--- config.mk ---
export PLATFORM = sky130hd
export DESIGN_NAME = fwd_dest_pipe
export DESIGN_NICKNAME = d
export VERILOG_FILES = /design/src/rtl/fwd_dest_pipe.sv
export SDC_FILE = /design/constraint.sdc
export NUM_CORES = 1
export LEC_CHECK = 0
export ABC_AREA = 1
export CAP_MARGIN = 20
export CORE_MARGIN = 5
export CORE_UTILIZATION = 40
export DETAILED_ROUTE_END_ITERATION = 10
export DONT_BUFFER_PORTS = 1
export SLEW_MARGIN = 5
export SYNTH_ARGS = -nofsm -noshare
export SYNTH_HDL_FRONTEND = slang
export SYNTH_SLANG_ARGS = --single-unit
--- constraint.sdc ---
create_clock -name clk -period 1.8 [get_ports clk]
set_clock_uncertainty 0.1 [all_clocks]
set_input_delay 0.45 -clock clk [delete_from_list [all_inputs] [get_ports clk]]
set_output_delay 0.45 -clock clk [all_outputs]
set_load 0.03 [all_outputs]
--- src/rtl/fwd_dest_pipe.sv ---
// fwd_dest_pipe: EX/MEM and MEM/WB destination pipeline on the producer side of operand forwarding.
// It carries the destination register, write-enable and opcode of each instruction from EX into
// MEM and then WB. It drives the forwarding-side view (mem_reg/wb_mem/wb_reg/wb_wb/mem_opcode),
// the register-file write port and a per-register pending-write scoreboard.
// Optional feature: define FWD_PIPE_STATS_EN to add saturating stall/flush event counters.
module fwd_dest_pipe #(
  parameter int unsigned REG_W   = 3,
  parameter int unsigned OP_W    = 4,
  parameter int unsigned LOAD_OP = 10,
  parameter int unsigned NOP_OP  = 0
`ifdef FWD_PIPE_STATS_EN
  ,
  parameter int unsigned CNT_W   = 16
`endif
) (
  input  logic                    clk,
  input  logic                    rst,
  input  logic                    ex_valid,
  input  logic [OP_W-1:0]         ex_opcode,
  input  logic [REG_W-1:0]        ex_dest,
  input  logic                    ex_wb,
  input  logic                    stall,
  input  logic                    flush,
  output logic [OP_W-1:0]         mem_opcode,
  output logic [REG_W-1:0]        mem_reg,
  output logic                    wb_mem,
  output logic [REG_W-1:0]        wb_reg,
  output logic                    wb_wb,
  output logic                    rf_we,
  output logic [REG_W-1:0]        rf_waddr,
  output logic [(1<<REG_W)-1:0]   busy,
  output logic                    load_in_mem
`ifdef FWD_PIPE_STATS_EN
  ,
  output logic [CNT_W-1:0]        stall_cnt,
  output logic [CNT_W-1:0]        flush_cnt
`endif
);

  localparam int unsigned NumRegs = 1 << REG_W;
  localparam logic [OP_W-1:0] LoadOp = OP_W'(LOAD_OP);
  localparam logic [OP_W-1:0] NopOp  = OP_W'(NOP_OP);

  logic                q_wb;
  logic                mem_load;
  logic [OP_W-1:0]     mem_opcode_d;
  logic [REG_W-1:0]    mem_reg_d;
  logic                wb_mem_d;

  // Writes to r0 are architecturally dead, so they never become pending writes.
  assign q_wb     = ex_valid & ex_wb & (ex_dest != '0);
  // A bubble enters MEM on flush, stall (EX is held upstream) or an empty EX slot.
  assign mem_load = ex_valid & ~stall & ~flush;

  // MEM stage next state: either the EX instruction or a bubble.
  always_comb begin
    mem_opcode_d = NopOp;
    mem_reg_d    = '0;
    wb_mem_d     = 1'b0;
    if (mem_load) begin
      mem_opcode_d = ex_opcode;
      mem_reg_d    = ex_dest;
      wb_mem_d     = q_wb;
    end
  end

  // Pipeline registers; WB advances unconditionally so a stalled load still drains to WB.
  always_ff @(posedge clk or posedge rst) begin
    if (rst) begin
      mem_opcode <= NopOp;
      mem_reg    <= '0;
      wb_mem     <= 1'b0;
      wb_reg     <= '0;
      wb_wb      <= 1'b0;
    end else begin
      mem_opcode <= mem_opcode_d;
      mem_reg    <= mem_reg_d;
      wb_mem     <= wb_mem_d;
      wb_reg     <= mem_reg;
      wb_wb      <= wb_mem;
    end
  end

  assign rf_we       = wb_wb;
  assign rf_waddr    = wb_reg;
  assign load_in_mem = (mem_opcode == LoadOp);

  // Pending-write scoreboard over MEM and WB; r0 is never marked busy.
  always_comb begin
    busy = '0;
    for (int unsigned r = 1; r < NumRegs; r++) begin
      if ((wb_mem && (mem_reg == REG_W'(r))) || (wb_wb && (wb_reg == REG_W'(r)))) begin
        busy[r] = 1'b1;
      end
    end
  end

`ifdef FWD_PIPE_STATS_EN
  // Saturating event counters; a flush during a stall counts only as a flush.
  always_ff @(posedge clk or posedge rst) begin
    if (rst) begin
      stall_cnt <= '0;
      flush_cnt <= '0;
    end else begin
      if (flush && (flush_cnt != '1)) begin
        flush_cnt <= flush_cnt + 1'b1;
      end
      if (stall && !flush && (stall_cnt != '1)) begin
        stall_cnt <= stall_cnt + 1'b1;
      end
    end
  end
`endif

endmodule
; Word-level counts from Yosys, hierarchy flattened
; Index checks and enable logic that the tools add are counted.
[word_totals]
register_bits = 12
inputBits = 13
word_cells = 58
[op_classes]
eq_ne = 15
n_mux = 10
n_bitwise = 6
n_reduce_logical = 22
[op_table]
columns = operator, count
row1 = "== test 3 bit, second input constant", 8
row2 = logical AND 1 bit, 14
row3 = "== test 3 x 2 -> 1 bit, second input constant", 4
row4 = 2-to-1 mux 1 bit, 8
row5 = logical OR 1 bit, 7
row6 = "== test 3 x 1 -> 1 bit, second input constant", 2
row7 = bitwise AND 1 bit, 4
row8 = "== test 4 bit, second input constant", 1
row9 = 2-to-1 mux 4 bit, 1
row10 = 2-to-1 mux 3 bit, 1
row11 = nonzero test 3 bit, 1
row12 = NOT 1 bit, 2

; Logic depth before layout (Yosys ltp)
; Gate-level depths: netlist (run 1).
[logic_depth]
word_depth = 4
ltp_mapped = 4

; Worst setup path before layout (run 1)
; OpenSTA, ideal clock, no wires.
[synth_timing]
path_kind = register to output
from = register wb_mem
to = output busy[3]
t_arrival_ns = 1.395
t_required_ns = 1.250
setup_slack_ns = -0.145
stages_incl_launch_ff = 3
path_buffers = 0
path_cell_list = dfrtp_1 nand2_1 o21ai_0
[synth_between]
elab_chain_cells = 3
[synth_rtl]
columns = item, line_no
row1 = "start, declared", 26  ; output logic wb_mem,
row2 = "start signal, assigned", 78  ; wb_mem <= wb_mem_d;
row3 = logical AND 1 bit, 92  ; if ((wb_mem && (mem_reg == REG_W'(r))) || (wb_wb && (wb_reg == REG_W'(r)))) begin
row4 = logical OR 1 bit, 92
row5 = 2-to-1 mux 1 bit, 92
row6 = "end, declared", 31  ; output logic [(1<<REG_W)-1:0] busy,
; Every way passes these cells.

; Final worst setup path (run 1)
[layout_timing]
from = register wb_reg[0] (netlist: rf_waddr[0])
to = output busy[5]
[layout_between]
elab_chain_cells = 4
[layout_rtl]
columns = item, line_no
row1 = "start, declared", 27  ; output logic [REG_W-1:0] wb_reg,
row2 = "start signal, assigned", 79  ; wb_reg <= mem_reg;
row3 = == test 3 bit, 92
row4 = logical AND 1 bit, 92
row5 = logical OR 1 bit, 92
row6 = 2-to-1 mux 1 bit, 92
; Every way passes these cells.

==> metrics.md, run 1 <==
| Metric | Value |
|---|---|
| Synthesis-stage register bit count | 12 |
| Worst reg2reg path endpoint | rf_waddr[0] |
| CP required | 1.25 ns |
| Switching share of power | 23.0% |
| CTS tree | built |
| Router iterations before antenna repair | 2 |
| Vias per std cell | 4.52 |
| Clk slew on worst S/H paths | 0.06 ns |
| Area added between synthesis and finish | 33.2% |
| Status | completed |
| Reg2Reg Launch Point | mem_reg[0] |
| Sequential share of the synthesized area | 51.4% |
| RSZ-0062 raised after global routing | true |
| Nets | 107 |
| Global-route met1 utilization | 12.9% |
| IO Count | 38 |
| Die Wd | 48.2 um |
| Placed insts | 102 |
| Setup crit end kind | output port |
| Die area | 2330 um2 |
| Initial antenna violation count | 0 |
| Clock power frac | 36.7% |
| VDD IR max | 0.420 mV |
| Avg Inst Size Synth | 7.90 um2 |
| Hold EP | mem_opcode[0] |
| GR Overflow Total | 0 |
| Crit path DAT | 1.18 ns |
| Initial core utilization | 43.8% |
| Global-route wire length before repair | 1830 um |
| Setup Viol. Count Final | 0 |
| Pleak | 0.000445 uW |
| Synth Cell Area | 584 um2 |
| Ant. Diodes | 0 |
| Die Ht | 48.2 um |
| Seq pwr share | 52.6% |
| Final Hold Fails | 0 |
| Synth cell types | 12 |
| Max-Cap Viols | 0 |
| Net count after synthesis | 87 |
| Post-DP HPWL | 985 um |
| Fin crit period | 1.73 ns |
| DR vias | 488 |
| DRC Markers | 0 |
| Slew Limit Fails | 0 |
| DR WL/cell | 10.8 um |
| Internal power | 417 uW |
| Initial DRC count | 2 |
| Met2 global-route usage | 19.0% |
| Post-Route Setup TNS | 0 ns |
| Tcrit/Tclk final | 96.4% |
| Worst r2r path cells | 1 |
| CTS Buf Count | 3 |
| Layout fillers | 134 |
| Reg2Reg Setup Slack | 0.98 ns |
| CTS Root Cell | clkbuf_4 |
| Layout cells sized above 1 | 32.3% |
| Max reg flops | 4 |
| Gr busiest metal | met2 |
| Final core occ | 58.3% |
| H-tree levels | 1 |
| Setup Crit Path Kind | reg -> out |
| Port bufs | 0 |
| GP Congestion | 0.824 |
| Hold Path Depth | 2 |
| Worst Path Max Fanout | 4 |
| Vias in the first global route | 456 |
| Hold_sp | ex_opcode[0] |
| CP startpoint kind | flop |
| Comb pwr share | 10.7% |
| Pwr Density | 696 nW/um2 |
| Max Fclk | 577 MHz |
| Cell count after synthesis | 74 |
| Row count | 13 |
| Core Box Area | 1330 um2 |
| Post-detailed-route count of antenna-violating nets | 0 |
| Hold Path Class | in -> reg |
| Yosys warns | 0 |
| Final wirelength | 1170 um |
| GR Layer Usage met3 | 2.95% |
| Largest buffer count on any clock path | 2 |
| Worst-skew pair later-pin latency | 0.26 ns |
| WHS | 0.191 ns |
| Clk sinks | 12 |
| Largest net degree at the start of global routing | 13 |
| Non-filler instance count after layout | 108 |
| GRT Util Overall | 11.6% |
| Psw | 125 uW |
metal layers:
| metal | routed length, um | vias up |
|---|---|---|
| met5 | 0 | - |
| met4 | 21 | 0 |
| met3 | 126 | 2 |
| met2 | 603 | 26 |
| met1 | 418 | 210 |
| li1 | - | 250 |
power groups by stage:
stage / registers [uW] / clock network [uW] / logic [uW]
after CTS: 284 / 209 / 57.4
final: 285 / 199 / 57.7
after global routing: 286 / 223 / 63.8
after floorplan: 301 / 0 / 32.9
after global placement: 289 / 0 / 54.9
after detailed placement: 290 / 0 / 55.6
through the flow:
stage | instance area [um2] | setup slack, ns | power, uW
CTS | 759 | 0.0407 | 550
global placement | 713 | 0.366 | 344
floorplan | 584 | 0.0122 | 334
global route | 778 | -0.0378 | 573
finish | 778 | 0.0655 | 541
detailed placement | 713 | 0.342 | 345
layout by cell type, fill, tap and decap left out, types with 2 or more instances in the layout:
master,n
buf_4,18
nand2_1,17
inv_1,16
dfrtp_1,11
nor2_1,10
o21ai_1,5
clkbuf_4,3
nor2_2,2
cell families after synthesis:
logic type,Yosys count,synth area share [%]
simple gates,33,24.8
compound gates,6,5.78
other cells,1,0.642
flops,12,51.4
buf+inv,22,17.3
synth_stat cells (all sizes together):
master / number / share of area (%)
nand3b: 1 / 3.4
inv: 17 / 11
nor3: 1 / 0.86
conb: 1 / 0.64
buf: 5 / 6.4
nand3: 1 / 0.86
nand4: 1 / 1.1
nand2: 17 / 11
nor2: 12 / 7.7
o21ai: 6 / 5.8
dfrtp: 12 / 51
worst max-delay path, cell delays in order (launching register included):
cell and delay, ns:
dfrtp_1 0.40, inv_1 0.07, nor2_1 0.14, nand2_1 0.06, o21ai_1 0.08, buf_4 0.18
timing repair:
item | in CTS | in global routing
setup endpoints to repair | 0 | 6
hold endpoints to repair | 12 | 0
setup buffers | 0 | 1
gates resized for setup | 0 | 5
hold buffers | 1 | 0
worst max-delay path by stage:
stage                        startpoint          end  slack (ns)  depth (start not counted)
after floorplan           mem_opcode[3]  load_in_mem        0.01                          2
after global placement       mem_reg[2]      busy[2]        0.37                          3
after detailed placement    rf_waddr[2]      busy[3]        0.34                          4
after CTS                   rf_waddr[2]      busy[3]        0.04                          4
after global routing        rf_waddr[0]      busy[1]       -0.04                          5
final                       rf_waddr[0]      busy[5]        0.07                          5
final cells by class:
cell class                      instances  area [um2]  area share [%]
Sequential cell                        12         302            38.7
Multi-Input combinational cell         40         193            24.8
Timing Repair Buffer                   20         165            21.2
Inverter                               17        63.8            8.20
Clock buffer                            4        36.3            4.66
Tap cell                               15        18.8            2.41
No activity file was read; power rests on OpenSTA's default activity.
==> inputs of run 2 (changes only) <==
Settings changed: CORE_MARGIN 5 to not set, MAX_ROUTING_LAYER set to met4.
Clock period 1.8 ns to 1.5 ns, I/O delays scaled along.
==> metrics.md, run 2 (same netlist as run 1, synthesis figures left out) <==
| Metric | Value |
|---|---|
| Slew Limit Fails | 0 |
| Crit path buffers/inverters | 2 |
| Ant. Diodes | 0 |
| H-tree levels | 1 |
| Largest net degree at the start of global routing | 13 |
| Hold Path Class | in -> reg |
| Router iterations before antenna repair | 1 |
| Setup Viol. Count Final | 7 |
| DR vias | 492 |
| Initial core utilization | 43.8% |
| Most frequent cells in the layout | 16 x buf_4, 13 x inv_1, 13 x nand2_1, 11 x dfrtp_1, 9 x nor2_1 |
| Failing checks | negative setup slack |
| Switching share of power | 24.8% |
| Crit-path cells | inv_2 -> nor2_2 -> nand2_1 -> o21ai_1 -> buf_4 |
| Vias per std cell | 4.64 |
| Crit path DAT | 1.13 ns |
| Max reg flops | 4 |
| Layout fillers | 121 |
| Tcrit/Tclk final | 107% |
| Pwr Density | 741 nW/um2 |
| Largest buffer count on any clock path | 2 |
| CP delay by family, top | flip-flops |
| GRT Util Overall | 14.5% |
| Area added between synthesis and finish | 37.0% |
| DR WL/cell | 9.85 um |
| Seq pwr share | 57.3% |
| Final Hold Fails | 0 |
| CP startpoint kind | flop |
| DRC Markers | 0 |
| Status | finished, violations left |
| Multi-input logic area | 241 um2 |
| Initial antenna violation count | 0 |
| Setup crit end kind | output port |
| Psw | 147 uW |
| Vias in the first global route | 379 |
| Max Fclk | 623 MHz |
| GR Overflow Total | 0 |
| Post-DP HPWL | 822 um |
| CP required | 1.02 ns |
| Max stage delay on crit path | 0.40 ns |
| CTS tree | built |
| Post-detailed-route count of antenna-violating nets | 0 |
| RSZ-0062 raised after global routing | true |
| Global-route wire length before repair | 1470 um |
| Core Box Area | 1330 um2 |
| Die Wd | 40.2 um |
| Clk sinks | 12 |
| VDD IR max | 0.360 mV |
| Internal power | 446 uW |
| Port bufs | 0 |
| Clock power frac | 30.1% |
| Worst path slowest cell | dfrtp_1 |
| Post-route cell area | 801 um2 |
| Worst-skew pair later-pin latency | 0.25 ns |
| Setup Crit Path Kind | reg -> out |
| Max-Cap Viols | 0 |
| Tot Pwr | 593 uW |
| Nets | 106 |
| Worst Path Max Fanout | 4 |
| Most common cell after layout, fill and taps aside | buf_4 |
| Reg area | 302 um2 |
| CTS Buf Count | 3 |
| Worst setup margin | -0.105 ns |
| CTS Root Cell | clkbuf_4 |
| Initial DRC count | 0 |
| GP Congestion | 0.626 |
| Die Ht | 40.2 um |
| Die area | 1620 um2 |
| Clk slew on worst S/H paths | 0.07 ns |
| Final wirelength | 1040 um |
| IO Count | 38 |
| Placed cell area | 702 um2 |
| Pleak | 0.000441 uW |
| Row count | 13 |
| Fin crit period | 1.60 ns |
| Comb pwr share | 12.6% |
| Layout cells sized above 1 | 44.0% |
-- run 2: cell count changes in the layout (fill, tap and decap cells not counted), moves of 2 or more --
cell,delta
nand2_1,-4
nand2_2,+3
o21ai_4,+2
inv_1,-3
buf_4,-2
o21ai_1,-3
inv_2,+3
buf_6,+2
-- run 2: final cells by class --
type,instances,share of cell area [%]
tap,15,2.34
timing repair buffer,19,19.1
inverter,17,7.97
clock buffer,3,2.81
sequential,12,37.7
multi-input combinational,40,30.2
-- run 2: final timing paths --
check | cells after the start | slack, ns | end | start
max | 5 | -0.10 | busy[5] | rf_waddr[0]
min in group asynchronous | 2 | 0.44 | rf_waddr[0] | rst
max reg2reg | 1 | 0.67 | rf_waddr[1] | mem_reg[1]
min reg2reg | 1 | 0.52 | rf_waddr[1] | mem_reg[1]
max in group asynchronous | 2 | 0.54 | mem_reg[1] | rst
min | 2 | 0.11 | mem_opcode[0] | ex_opcode[0]
-- run 2: through the flow --
step           instances  util (%)  hold slack (ns)  setup WS (ns)  TNS (ns)
5_1_grt              106      60.0            0.115         -0.194     -1.21
6_report             106      60.0            0.114         -0.105    -0.585
3_3_place_gp         101      52.6            0.183          0.146         0
4_1_cts              105      58.1            0.110         -0.118    -0.595
3_5_place_dp         101      52.6            0.190          0.125         0
2_1_floorplan         74         -            0.140         -0.150    -0.581
-- run 2: power by group through the flow --
stage | logic (uW) | clock network (uW) | registers (uW)
3_3_place_gp | 69.3 | 0 | 344
4_1_cts | 75.1 | 185 | 339
6_report | 74.9 | 179 | 340
3_5_place_dp | 70.3 | 0 | 344
5_1_grt | 82.8 | 204 | 341
2_1_floorplan | 39.7 | 0 | 362
-- run 2: layer usage --
layer	vias up	GRT usage [%]	part of all wire, %
li1	246	-	-
met1	225	15.3	36
met2	21	26.2	59
met3	0	0	5.0
met4	0	10.0	0
met5	-	-	0
-- run 2: repair_timing --
action                                 in CTS  in global routing
pin swaps                                   5                  3
endpoints found under the hold margin      12                  0
gates resized for setup                    13                  7
setup buffers                               0                  1
setup endpoints to repair                   7                  8
hold buffers                                1                  0
